$ cat config.mk
export PLATFORM = sky130hd
export DESIGN_NAME = sdram_soc_bridge
export DESIGN_NICKNAME = d
export VERILOG_FILES = /design/src/rtl/sdram_soc_bridge.sv
export SDC_FILE = /design/constraint.sdc
export NUM_CORES = 1
export LEC_CHECK = 0
export CELL_PAD_IN_SITES_DETAIL_PLACEMENT = 0
export CELL_PAD_IN_SITES_GLOBAL_PLACEMENT = 2
export CORE_ASPECT_RATIO = 0.9
export CORE_MARGIN = 3
export CORE_UTILIZATION = 41
export DETAILED_ROUTE_END_ITERATION = 10
export PLACE_DENSITY = 0.86
export SYNTH_ARGS = -nofsm -noshare
export SYNTH_HDL_FRONTEND = slang
export SYNTH_SLANG_ARGS = --single-unit
$ cat constraint.sdc
create_clock -name clk -period 4 [get_ports clk]
set_input_delay 0.8 -clock clk [delete_from_list [all_inputs] [get_ports clk]]
set_output_delay 0.8 -clock clk [all_outputs]
set_load 0.01 [all_outputs]
$ cat src/rtl/sdram_soc_bridge.sv
// SoC-side request bridge for sdram_controller: queues requests and issues them one at a time.
// Optional per-command watchdog enabled by defining SDRAM_BRIDGE_TIMEOUT_EN.
module sdram_soc_bridge #(
  parameter int ADDR_WIDTH     = 23,
  parameter int DATA_WIDTH     = 32,
  parameter int FIFO_DEPTH     = 4,
  parameter int TIMEOUT_CYCLES = 1024
) (
  input  logic                          clk,
  input  logic                          reset_port,
  input  logic                          host_req_valid_port,
  output logic                          host_req_ready_port,
  input  logic                          host_req_we_port,
  input  logic [ADDR_WIDTH-1:0]         host_req_addr_port,
  input  logic [DATA_WIDTH-1:0]         host_req_wdata_port,
  input  logic [3:0]                    host_req_mask_port,
  output logic                          host_rsp_valid_port,
  input  logic                          host_rsp_ready_port,
  output logic [DATA_WIDTH-1:0]         host_rsp_data_port,
  output logic [$clog2(FIFO_DEPTH):0]   fifo_level_port,
  output logic                          err_port,
  input  logic                          ctrl_busy_port,
  input  logic                          ctrl_ready_port,
  input  logic [DATA_WIDTH-1:0]         ctrl_rd_data_port,
  output logic [ADDR_WIDTH-1:0]         ctrl_addr_port,
  output logic [DATA_WIDTH-1:0]         ctrl_wr_data_port,
  output logic [3:0]                    ctrl_wr_mask_port,
  output logic                          ctrl_wr_en_port,
  output logic                          ctrl_rd_en_port
);

  localparam int PTR_W = $clog2(FIFO_DEPTH);
  localparam int LVL_W = PTR_W + 1;

  // Legal configurations never elaborate this block.
  if (FIFO_DEPTH < 2 || TIMEOUT_CYCLES < 1) begin : g_bad_params
  end

  typedef enum logic [1:0] {IDLE, ISSUE, WAIT_DONE} state_t;

  typedef struct packed {
    logic                  we;
    logic [ADDR_WIDTH-1:0] addr;
    logic [DATA_WIDTH-1:0] data;
    logic [3:0]            mask;
  } cmd_t;

  cmd_t                  mem_q [FIFO_DEPTH];
  cmd_t                  head;
  cmd_t                  cmd_q, cmd_d;
  state_t                state_q, state_d;
  logic [PTR_W-1:0]      wr_ptr_q, wr_ptr_d, rd_ptr_q, rd_ptr_d;
  logic [LVL_W-1:0]      level_q, level_d;
  logic                  rsp_valid_q, rsp_valid_d;
  logic [DATA_WIDTH-1:0] rsp_data_q, rsp_data_d;
  logic                  full, empty, push, pop;
  logic                  wr_en, rd_en;

`ifdef SDRAM_BRIDGE_TIMEOUT_EN
  localparam int CNT_W = $clog2(TIMEOUT_CYCLES + 1);
  logic [CNT_W-1:0] cnt_q, cnt_d;
  logic             err_q, err_d;
`endif

  assign full  = (level_q == LVL_W'(FIFO_DEPTH));
  assign empty = (level_q == '0);
  assign push  = host_req_valid_port && !full;
  assign head  = mem_q[rd_ptr_q];

  // Queue storage carries data only, so it needs no reset.
  always_ff @(posedge clk) begin
    if (push) begin
      mem_q[wr_ptr_q] <= '{we:   host_req_we_port,
                           addr: host_req_addr_port,
                           data: host_req_wdata_port,
                           mask: host_req_mask_port};
    end
  end

  always_comb begin
    state_d     = state_q;
    cmd_d       = cmd_q;
    rsp_valid_d = rsp_valid_q;
    rsp_data_d  = rsp_data_q;
    pop         = 1'b0;
    wr_en       = 1'b0;
    rd_en       = 1'b0;
`ifdef SDRAM_BRIDGE_TIMEOUT_EN
    cnt_d       = cnt_q;
    err_d       = err_q;
`endif

    if (rsp_valid_q && host_rsp_ready_port) rsp_valid_d = 1'b0;

    case (state_q)
      IDLE: begin
        // A read may not start while the previous response is still untaken.
        if (!empty && !ctrl_busy_port && (head.we || !rsp_valid_q)) begin
          pop     = 1'b1;
          cmd_d   = head;
          state_d = ISSUE;
`ifdef SDRAM_BRIDGE_TIMEOUT_EN
          cnt_d   = '0;
`endif
        end
      end
      ISSUE: begin
        if (ctrl_busy_port) begin
          state_d = WAIT_DONE;
        end else begin
          wr_en = cmd_q.we;
          rd_en = !cmd_q.we;
        end
      end
      WAIT_DONE: begin
        if (cmd_q.we) begin
          if (!ctrl_busy_port) state_d = IDLE;
        end else if (ctrl_ready_port) begin
          rsp_data_d  = ctrl_rd_data_port;
          rsp_valid_d = 1'b1;
          state_d     = IDLE;
        end
      end
      default: state_d = IDLE;
    endcase

`ifdef SDRAM_BRIDGE_TIMEOUT_EN
    if (state_q != IDLE) begin
      cnt_d = cnt_q + 1'b1;
      if (cnt_q == CNT_W'(TIMEOUT_CYCLES) && state_d != IDLE) begin
        wr_en   = 1'b0;
        rd_en   = 1'b0;
        err_d   = 1'b1;
        state_d = IDLE;
        if (!cmd_q.we) begin
          rsp_data_d  = 32'hDEADBEEF;
          rsp_valid_d = 1'b1;
        end
      end
    end
`endif

    wr_ptr_d = push ? wr_ptr_q + 1'b1 : wr_ptr_q;
    rd_ptr_d = pop  ? rd_ptr_q + 1'b1 : rd_ptr_q;
    level_d  = level_q + LVL_W'(push) - LVL_W'(pop);
  end

  always_ff @(posedge clk or posedge reset_port) begin
    if (reset_port) begin
      state_q     <= IDLE;
      cmd_q       <= '0;
      wr_ptr_q    <= '0;
      rd_ptr_q    <= '0;
      level_q     <= '0;
      rsp_valid_q <= 1'b0;
      rsp_data_q  <= '0;
    end else begin
      state_q     <= state_d;
      cmd_q       <= cmd_d;
      wr_ptr_q    <= wr_ptr_d;
      rd_ptr_q    <= rd_ptr_d;
      level_q     <= level_d;
      rsp_valid_q <= rsp_valid_d;
      rsp_data_q  <= rsp_data_d;
    end
  end

`ifdef SDRAM_BRIDGE_TIMEOUT_EN
  always_ff @(posedge clk or posedge reset_port) begin
    if (reset_port) begin
      cnt_q <= '0;
      err_q <= 1'b0;
    end else begin
      cnt_q <= cnt_d;
      err_q <= err_d;
    end
  end
  assign err_port = err_q;
`else
  assign err_port = 1'b0;
`endif

  assign host_req_ready_port = !full;
  assign host_rsp_valid_port = rsp_valid_q;
  assign host_rsp_data_port  = rsp_data_q;
  assign fifo_level_port     = level_q;
  assign ctrl_addr_port      = cmd_q.addr;
  assign ctrl_wr_data_port   = cmd_q.data;
  assign ctrl_wr_mask_port   = cmd_q.mask;
  assign ctrl_wr_en_port     = wr_en;
  assign ctrl_rd_en_port     = rd_en;

endmodule

======== After elaboration in Yosys (flattened, before gate mapping) ========
Memories as Yosys holds them, arrays and structs flattened.
Index checks and enable logic that the tools add are counted.
storage, ports and cells
  bits in writable memories ............... 240
  memories ................................ 1
  bits in registers ....................... 102
  latch bits .............................. 0
  memory bits (read-only) ................. 0
  input bits .............................. 98
  output and inout bits ................... 99
  word-level logic and storage cells ...... 56
cells by class
  multiplexer cells ....................... 18
  equality and inequality tests ........... 7
  add/sub/neg operators ................... 4
  reduce and logical (&&, ||, !) cells .... 15
  div/mod/pow operators ................... 0
  shift operators ......................... 0
  $lt $le $gt $ge ......................... 0
  $mul .................................... 0
  bitwise gates (word level) .............. 1
memory list
  name   depth  bits a word  read ports  clocked after memory_dff  write ports  RTL line  text
  mem_q  4      60           1           0                         1            48        cmd_t mem_q [FIFO_DEPTH];
operators by type and width
  kind                 count
  $mux 1               12
  $mux 2               5
  $ne 3x3->1 const B   2
  $pmux 2 s3           1
  $logic_not 1->1      5
  $add 2x1->2 const B  2
  $logic_and 1x1->1    4
  $ne 2x2->1 const B   2
  $reduce_and 4->1     1
  $add 3x1->3          1
  $eq 3x3->1 const B   1
  $logic_not 3->1      1
  $reduce_and 3->1     1
  $sub 3x1->3          1
  $eq 2x1->1 const B   1
  $eq 2x2->1 const B   1
  $logic_not 2->1      1
  $reduce_and 2->1     1
  $logic_or 1x1->1     1
  $not 1->1            1

======== Longest topological paths before layout ========
  depth after elaboration ................. 7
  depth in mapped cells ................... 12
  depth with buffers taken out ............ 11

======== Worst setup path before layout ========
Ideal clock, no wire load.
  path kind ............................... input port to flip-flop
  from .................................... in ctrl_busy_port
  to ...................................... reg level_q[2] (netlist: fifo_level_port[2])
  path slack .............................. 0.756 ns
  arrival ................................. 3.118 ns
  required time ........................... 3.874 ns
  stages .................................. 10
  buffers on the path ..................... 1
  setup time .............................. 0.126 ns
  cell sequence ........................... or4_4 -> a311oi_4 -> buf_6 -> ha_1 -> inv_1 -> ha_1 -> inv_1 -> fa_1 -> xnor2_1 -> xnor2_1
between the ends
  longest elaborated chain between the ends .. 6
ends and longest elaborated chain
  element                          RTL line  text
  start: declaration               22        input logic ctrl_busy_port,
  $logic_not 1->1                  --
  $logic_and 1x1->1 (2 in series)  98        if (!empty && !ctrl_busy_port && (head.we || !rsp_valid_q)) begin
  $mux 1                           98
  $mux 1                           95        case (state_q)
  net pop                          56        logic full, empty, push, pop;
  $sub 3x1->3                      145       level_d = level_q + LVL_W'(push) - LVL_W'(pop);
  net level_d[2]                   53        logic [LVL_W-1:0] level_q, level_d;
  end signal: assignment           162       level_q <= level_d;
  end: declaration                 53
The timed path passes the listed nets, and every way through them passes these cells.
A chain may end at the register's enable or synchronous reset.

======== Final worst setup path ========
  from .................................... in ctrl_busy_port
  to ...................................... reg cmd_q (netlist bit ctrl_addr_port[22])
between the ends
  longest elaborated chain between the ends .. 4
ends and longest elaborated chain
  element                            RTL line  text
  $logic_not 1->1                    --
  $logic_and 1x1->1 (2 in series)    98
  $reduce_and 2->1 (no source line)  --
  end signal: assignment             159       cmd_q <= cmd_d;
  end: declaration                   50        cmd_t cmd_q, cmd_d;
Every way passes these cells.

==> results by group <==
Run status
  – Outcome: finished, final reports clean

Routing
  – Routed WL per cell: 20.06 µm
  – Final wirelength: 24,580 µm
  – Vias after detailed routing: 6,106
  – DR DRC count: 0
  – Drt initial violations: 212
  – Via/cell ratio: 4.984
  – DR pass1 iterations: 4
  – Final ANT Viol Nets: 0

Final layout
  – Antenna cells: 0
  – Core Util, Final: 51.95%
  – Fin nets: 895
  – Commonest cells after routing, fill and taps aside: edfxtp_1, clkdlybuf4s50_1, dfrtp_1
  – Final cell count without fillers: 1,225
  – Commonest non-fill, non-tap cell in the layout: edfxtp_1
  – Final instance area: 16,220 µm²
  – Area grow syn2layout: 23.66%
  – Share of cells above drive strength 1: 26.59%

Timing
  – Fmax: 333.0 MHz
  – Slew Limit Fails: 0
  – Max_slew headroom: 33.35%
  – Final setup fails: 0
  – Least-Margin Pin Slew: 0.9997 ns
  – Final Skew: 0.009737 ns
  – Final setup TNS: 0 ns
  – Period Utilization, post-route: 75.06%
  – Tmin final: 3.003 ns
  – Hold Fails Final Rpt: 0
  – RSZ-0062 raised after global routing: false

Critical path
  – WP data required: 4.37 ns
  – Worst R2R Path Depth: 5
  – Peak fanout along the critical path: 61
  – Critical path class: primary input to flop
  – Nature of the critical path endpoint: flop
  – Crit path DAT: 3.38 ns
  – Setup crit start kind: primary input

Yosys
  – Syn nets: 737
  – Sequential area share after synthesis: 74.42%
  – Yosys Warn Count: 0
  – Mapped Cells: 632
  – Count of state elements after synthesis: 342
  – Post-synth EDFFs: 240
  – Mapped cell area: 13,110 µm²
  – Synth async-reset ratio: 29.82%
  – Cell variety after synth: 31
  – Mean Syn Cell Area: 20.75 µm²
  – Main flop type after synthesis: edfxtp_1

GRT
  – All-Layer GR Usage: 14.69%
  – Vias in the first global route: 6,723
  – Pin count of the biggest net entering global routing: 62
  – Initial antenna violation count: 0
  – Total gr overflow: 0
  – First-pass GRT wire length: 39,200 µm

Power and ir drop
  – Lkg Pwr: 5.689 nW
  – Peak VDD IR: 351.1 µV
  – PD cells: 759.4 nW/µm²
  – Power, Total: 12.31 mW

Placement
  – RePlAce Congestion: 0.6799
  – DP Area: 15,110 µm²
  – HPWL Detailed: 14,540 µm
  – Placed Cells: 1,161
  – Port Buf Inserts: 195

Clock network
  – Post-CTS sizing: 0
  – Hold buffer count at cts: 0
  – CTS clk-pin slew, worst paths: 0.06 ns
  – Setup Buffers After CTS: 0
  – H-tree Lvls: 2
  – Cts bufs inserted: 36
  – Root Driver: clkbuf_16
  – Clock sinks: 342
  – Worst skew pair latency: 0.50 ns
  – TritonCTS clock tree: done
  – Clk buf depth: 3

Die
  – Ports: 197
  – Die Height: 175.7 µm
  – Core ar.: 31,220 µm²
  – Die width: 194.5 µm
  – FP Rows: 61
  – Die area: 34,170 µm²
  – Initial core utilization: 42.01%

Min path
  – Hold Path Class: flop to flop
  – Hold Path Stages: 1

Flow run
  – Max-cap violations: 0
-- kinds of logic after synthesis --
| group | synth area share (%) |
|---|---|
| and+or+nand+nor | 1.040 |
| buffers and inverters | 4.742 |
| muxes | 18.27 |
| AOI/OAI and AO/OA | 0.5057 |
| DFF | 74.42 |
| other | 0.02860 |
| adders and majority gates | 0.7251 |
| xor gates and xnor gates | 0.2672 |
-- final cells by class --
type | count | area [µm²]
fill | 2515 | 15000
sequential | 342 | 9767
multi-input combinational | 197 | 2753
timing repair buffer | 204 | 2044
clock buffer | 55 | 1033
tap | 409 | 511.7
clock inverter | 9 | 71.32
inverter | 9 | 36.28
-- routing by layer --
| layer | wire, µm | track usage, % |
|---|---|---|
| met3 | 1402 | 3.299 |
| met5 | 0 | 0 |
| met1 | 10730 | 19.77 |
| met2 | 12000 | 24.61 |
| met4 | 441 | 3.620 |
-- synthesized netlist by cell type (2+ instances only) --
cell,instances,area [µm²]
clkbuf_1,10,37.54
buf_2,2,10.01
mux2_2,93,1047
buf_6,6,67.56
mux4_2,59,1329
nor2b_1,2,12.51
dfrtp_1,102,2552
buf_4,60,450.4
nand2_1,4,15.01
xnor2_1,3,26.28
ha_1,6,75.07
inv_1,9,33.78
o21ai_0,5,25.02
and3_1,6,37.54
edfxtp_1,240,7207
buf_1,6,22.52
nor2_1,4,15.01
mux2i_1,2,20.02
-- power breakdown --
group	switching, mW	leakage (nW)	internal, mW	total, mW
combinational	1.55	1.74	2.21	3.76
sequential	0.535	3.41	4.90	5.43
clock	1.28	0.532	1.84	3.12
total	3.36	5.69	8.95	12.3
-- critical path: stages --
cell and delay, ns:
clkdlybuf4s50_1 0.45, or4_4 0.58, a311oi_4 0.30, buf_4 0.79
mux2_2 0.42
-- registers in the layout, indices dropped and copies added (netlist names) --
name / flops
mem_q: 240
ctrl_wr_data_port: 32
host_rsp_data_port: 32
ctrl_addr_port: 23
ctrl_wr_mask_port: 4
fifo_level_port: 3
rd_ptr_q: 2
state_q: 2
wr_ptr_q: 2
cmd_q: 1
host_rsp_valid_port: 1
-- through the flow --
stage               hold WS, ns  worst slack (ns)
floorplan                0.4819            0.5245
global placement         0.4888            0.5023
detailed placement       0.4950            0.4600
CTS                      0.5079            0.9899
global route             0.5168            0.8826
finish                   0.5028            0.9974
-- final timing paths --
path                                        startpoint                endpoint  slack, ns
worst min register to register  host_rsp_data_port[28]  host_rsp_data_port[28]       0.50
worst min-delay path            host_rsp_data_port[28]  host_rsp_data_port[28]       0.50
worst max-delay path                    ctrl_busy_port      ctrl_addr_port[22]        1.0
worst max register to register             rd_ptr_q[1]      ctrl_addr_port[22]       1.31
max in group asynchronous                   reset_port   ctrl_wr_data_port[16]       2.57
min in group asynchronous                   reset_port  host_rsp_data_port[16]       0.72
Note: power is estimated with default switching activity, not from simulation.
